### config.mk
export PLATFORM = sky130hd
export DESIGN_NAME = gate_op_arbiter
export DESIGN_NICKNAME = d
export VERILOG_FILES = /design/src/rtl/gate_op_arbiter.sv
export SDC_FILE = /design/constraint.sdc
export NUM_CORES = 1
export LEC_CHECK = 0
export BUFFER_PORTS_ARGS = -buffer_cell sky130_fd_sc_hd__buf_2
export CORE_UTILIZATION = 52
export CTS_BUF_LIST = sky130_fd_sc_hd__clkbuf_2 sky130_fd_sc_hd__clkbuf_4 sky130_fd_sc_hd__clkbuf_8
export DETAILED_ROUTE_END_ITERATION = 6
export GPL_TIMING_DRIVEN = 0
export PLACE_DENSITY = 0.81
export SLEW_MARGIN = 20
export SYNTH_ARGS = -nofsm -noshare
export SYNTH_HDL_FRONTEND = slang
export SYNTH_SLANG_ARGS = --single-unit
### constraint.sdc
create_clock -name clk -period 2.1 [get_ports clk]
set_clock_uncertainty 0.05 [all_clocks]
set_input_delay 0.21 -clock clk [delete_from_list [all_inputs] [get_ports clk]]
set_output_delay 0.21 -clock clk [all_outputs]
set_load 0.05 [all_outputs]
### src/rtl/gate_op_arbiter.sv
// Round-robin arbiter sharing one bitwise AND/OR gate unit between NREQ requesters.
// Optional macro GATE_ARB_XOR_EN adds XOR/XNOR for opcodes 1x; otherwise they report res_err.
module gate_op_arbiter #(
  parameter int NREQ = 4,
  parameter int W    = 1,
  parameter int IDW  = 2
) (
  input  logic                clk,
  input  logic                rst_n,
  input  logic [NREQ-1:0]     req,
  input  logic [2*NREQ-1:0]   op_sel,
  input  logic [W*NREQ-1:0]   a_in,
  input  logic [W*NREQ-1:0]   b_in,
  output logic [NREQ-1:0]     gnt,
  output logic                busy,
  output logic                res_valid,
  input  logic                res_ready,
  output logic [W-1:0]        res_data,
  output logic [IDW-1:0]      res_id,
  output logic                res_err
);

  typedef enum logic [1:0] {IDLE, GRANT, EXEC, RESP} state_t;

  state_t              state, state_nxt;
  logic [IDW-1:0]      ptr, win, pick;
  logic                found, load_win;
  logic [2*NREQ-1:0]   req_dbl;
  logic [NREQ-1:0]     rot;
  logic [1:0]          op_w, op_p0;
  logic [W-1:0]        a_w, b_w, a_p0, b_p0;
  logic [W:0]          gate_res;

  function automatic logic [IDW-1:0] mod_add(input logic [IDW-1:0] x, input logic [IDW-1:0] y);
    logic [IDW:0] s;
    s = {1'b0, x} + {1'b0, y};
    if (s >= (IDW+1)'(NREQ)) s = s - (IDW+1)'(NREQ);
    return s[IDW-1:0];
  endfunction

  // Returns {err, data}.
  function automatic logic [W:0] gate_eval(input logic [1:0] op, input logic [W-1:0] a,
                                           input logic [W-1:0] b);
    logic [W:0] r;
    case (op)
      2'b00:   r = {1'b0, a & b};
      2'b01:   r = {1'b0, a | b};
`ifdef GATE_ARB_XOR_EN
      2'b10:   r = {1'b0, a ^ b};
      default: r = {1'b0, ~(a ^ b)};
`else
      default: r = {1'b1, {W{1'b0}}};
`endif
    endcase
    return r;
  endfunction

  // Rotate requests so bit 0 is the current priority holder, then take the first set bit.
  assign req_dbl = {req, req};
  assign rot     = req_dbl[ptr +: NREQ];

  always_comb begin
    pick  = ptr;
    found = 1'b0;
    for (int i = 0; i < NREQ; i++) begin
      if (!found && rot[i]) begin
        found = 1'b1;
        pick  = mod_add(ptr, IDW'(i));
      end
    end
  end

  always_comb begin
    op_w = '0;
    a_w  = '0;
    b_w  = '0;
    for (int i = 0; i < NREQ; i++) begin
      if (win == IDW'(i)) begin
        op_w = op_sel[2*i +: 2];
        a_w  = a_in[W*i +: W];
        b_w  = b_in[W*i +: W];
      end
    end
  end

  always_comb begin
    state_nxt = state;
    load_win  = 1'b0;
    case (state)
      IDLE: if (found) begin
        state_nxt = GRANT;
        load_win  = 1'b1;
      end
      GRANT: state_nxt = EXEC;
      EXEC:  state_nxt = RESP;
      RESP: if (res_ready) begin
        if (found) begin
          state_nxt = GRANT;
          load_win  = 1'b1;
        end else begin
          state_nxt = IDLE;
        end
      end
      default: state_nxt = IDLE;
    endcase
  end

  always_ff @(posedge clk or negedge rst_n) begin
    if (!rst_n) begin
      state <= IDLE;
      ptr   <= '0;
      win   <= '0;
      gnt   <= '0;
    end else begin
      state <= state_nxt;
      gnt   <= load_win ? (NREQ'(1) << pick) : '0;
      if (load_win) begin
        win <= pick;
        ptr <= mod_add(pick, IDW'(1));
      end
    end
  end

  // Stage p0: operands of the granted requester captured at the end of GRANT.
  always_ff @(posedge clk) begin
    if (state == GRANT) begin
      op_p0 <= op_w;
      a_p0  <= a_w;
      b_p0  <= b_w;
    end
  end

  assign gate_res = gate_eval(op_p0, a_p0, b_p0);

  // Result stage: written in EXEC, held through RESP.
  always_ff @(posedge clk or negedge rst_n) begin
    if (!rst_n) begin
      res_data <= '0;
      res_err  <= 1'b0;
      res_id   <= '0;
    end else if (state == EXEC) begin
      res_data <= gate_res[W-1:0];
      res_err  <= gate_res[W];
      res_id   <= win;
    end
  end

  assign busy      = (state != IDLE);
  assign res_valid = (state == RESP);

endmodule

==> flow_summary.yaml <==
status:
  status: "finished, final reports clean"
worst_setup_path:
  crit_type: "register to register"
  arrival_ns: 2.09
  cp_num_buf_inv: 0
  crit_family: "compound AO/OA/AOI/OAI gates"
  crit_chain: "nor3b_1 > a2111oi_2 > nor2_1 > ha_1 > mux2_1"
  cp.required_ns: 2.24
  critPathMaxFanout: 6
  cp-end-kind: "register"
  slowest_delay_ns: 0.47
  cpMaxStageDelayCell: "a2111oi_2"
  crit_path_start_kind: "register"
grt:
  gr-total-overflow: 0
  grt_use_total_pct: 20.37
  antenna_found_initial: 0
  grt_max_degree: 15
  grt_pass1_wl_um: 3084
  grt_pass1_vias: 734
yosys:
  synth_area_um2: 1052
  yosysSeqAreaShare_pct: 44.71
  syn_area_per_cell_um2: 12.68
  ys_seq_elements: 18
  ys_types: 31
  synth_fp_nets: 115
  yosysWarnings: 0
  syn_inst: 83
timing:
  finalCriticalPeriod_ns: 1.954
  setup_viol: 0
  setup_tns_ns: 0
  grt_setup_unrepaired: "no"
  hold_viol: 0
  slew_viol_final: 0
  fmax_mhz: 511.7
  period_share_pct: 93.05
  tightest_slew_ns: 0.4648
  slew_headroom_pct: 68.83
place:
  post-place-cells: 140
  placed_area_um2: 1244
  hpwl_um: 1476
  port_buffers: 32
  gp_routability_congestion: 0.7233
routing:
  wirelength_um: 1846
  dr.pass1.iters: 4
  drt_iter0_drc: 7
  num_vias: 786
  ant_nets: 0
  vias_per_cell: 5.421
  remaining_drc_errors: 0
  wl_per_cell_um: 12.73
floorplanning:
  die_area_um2: 2208
  die_w_um: 46.99
  start_util_pct: 58.40
  core.rowCount: 15
  core_um2: 1802
  die_h_um: 46.99
  io_pins: 33
layout:
  nNetsFinal: 153
  drive_above_1_share_pct: 40.00
  diodes: 0
  syn_to_final_growth_pct: 22.59
  postLayoutCellArea_um2: 1290
  mostFrequentLayoutCell: "buf_2"
  stdcell_count: 145
  mostFrequentLayoutCells: "buf_2, dfrtp_1, ha_1, a21oi_1, inv_1"
clocking:
  insertion_delay_ns: 0.30
  htree_levels: 1
  numCtsBuffers: 3
  clkTransAtPathRegs_ns: 0.10
  clock_sinks: 18
  clock_path_buffers: 2
  cts_tree: "yes"
  clockRootBuffer: "clkbuf_4"
pwr:
  power_leakage_nw: 0.5998
  max-vdd-ir-drop_uv: 881.4
  power_density_nw_per_um2: 1452
job:
  maxCapViolations: 0
min_path:
  worstHoldPathType: "primary input to register"
==> per-stage QoR <==
stage          hold slack (ns)  total power [mW]  utilization, %  worst slack [ns]
6_report                0.2461             1.873           71.60            0.1459
5_1_grt                 0.2380             2.020           71.60           0.02198
4_1_cts                 0.2361             1.892           71.60            0.1460
3_5_place_dp           0.06622             1.676           69.03            0.1667
3_3_place_gp           0.06460             1.640           69.03            0.2151
2_1_floorplan          -0.1356             1.446               -            0.1336
==> path summary, 6_finish.rpt <==
path                            from  endpoint  slack, ns  cells past startpoint
hold reg to reg             op_p0[1]   res_err       0.48                      1
min in group asynchronous      rst_n  res_data       0.28                      2
setup reg to reg              ptr[1]    ptr[1]       0.15                      5
hold / removal             op_sel[5]  op_p0[1]       0.25                      2
setup / recovery              ptr[1]    ptr[1]       0.15                      5
max in group asynchronous      rst_n  state[0]       1.49                      2
==> metal layers <==
| layer | vias up | global-route usage (%) | routed length, µm |
|---|---|---|---|
| li1 | 389 | - | - |
| met3 | 5 | 3.462 | 64 |
| met4 | 0 | 9.714 | 36 |
| met2 | 16 | 35.83 | 928 |
| met5 | - | 0 | 0 |
| met1 | 376 | 24.08 | 816 |
==> cells by family after synthesis <==
logic type / after synthesis / share of synthesized area [%]
AOI/OAI and AO/OA: 19 / 13.91
DFF: 18 / 44.71
muxes: 10 / 14.98
adders and majority gates: 9 / 10.70
and+or+nand+nor: 21 / 13.55
buffers and inverters: 6 / 2.140
==> flip-flops by register name, indices dropped and copies added (netlist names) <==
signal and count:
gnt 4, op_p0 2, ptr 2, res_id 2, state 2, win 2, a_p0 1, b_p0 1
res_data 1, res_err 1
==> cell usage after synthesis <==
cell | instances | area, µm²
a2111o_1 | 1 | 11.26
a2111oi_0 | 1 | 8.760
a2111oi_2 | 1 | 15.01
a211oi_1 | 1 | 7.510
a21oi_1 | 5 | 25.02
and2_1 | 4 | 25.02
clkbuf_1 | 1 | 3.750
dfrtp_1 | 14 | 350.3
edfxtp_1 | 4 | 120.1
ha_1 | 9 | 112.6
inv_1 | 5 | 18.77
mux2_1 | 2 | 22.52
mux2_2 | 4 | 45.04
mux4_2 | 4 | 90.09
nand2_1 | 1 | 3.750
nand2b_1 | 2 | 12.51
nor2_1 | 4 | 15.01
nor2b_1 | 3 | 18.77
nor3_1 | 1 | 5.000
nor3_2 | 1 | 10.01
nor3b_1 | 1 | 7.510
nor4_4 | 1 | 21.27
o21a_1 | 1 | 7.510
o21ai_0 | 1 | 5.000
o21ai_1 | 1 | 5.000
o31ai_1 | 4 | 30.03
o41a_1 | 2 | 22.52
o41ai_1 | 1 | 8.760
or2_1 | 1 | 6.260
or3_1 | 1 | 6.260
or3_4 | 1 | 11.26
==> final cells by class <==
| type | instances | area [µm²] |
|---|---|---|
| repair buffers | 33 | 170.2 |
| clock buffers | 4 | 36.28 |
| flip-flops and latches | 18 | 470.5 |
| multi-input cells | 59 | 559.3 |
| plain buffers | 1 | 3.754 |
| fillers | 140 | 511.7 |
| inverters | 5 | 18.77 |
| well taps | 25 | 31.28 |
==> power breakdown <==
group          total (mW)  switching (mW)  internal (mW)  leakage, nW
Clock               0.211           0.105          0.106       0.0210
Sequential          0.618          0.0958          0.522        0.213
Combinational        1.04           0.637          0.407        0.366
==> what timing repair did <==
item                                   in CTS  in global routing
gates resized for setup                     0                  0
hold buffers                                1                  0
buffers inserted                            0                  0
endpoints found under the hold margin      14                  0
No activity file was read; power rests on OpenSTA's default activity.
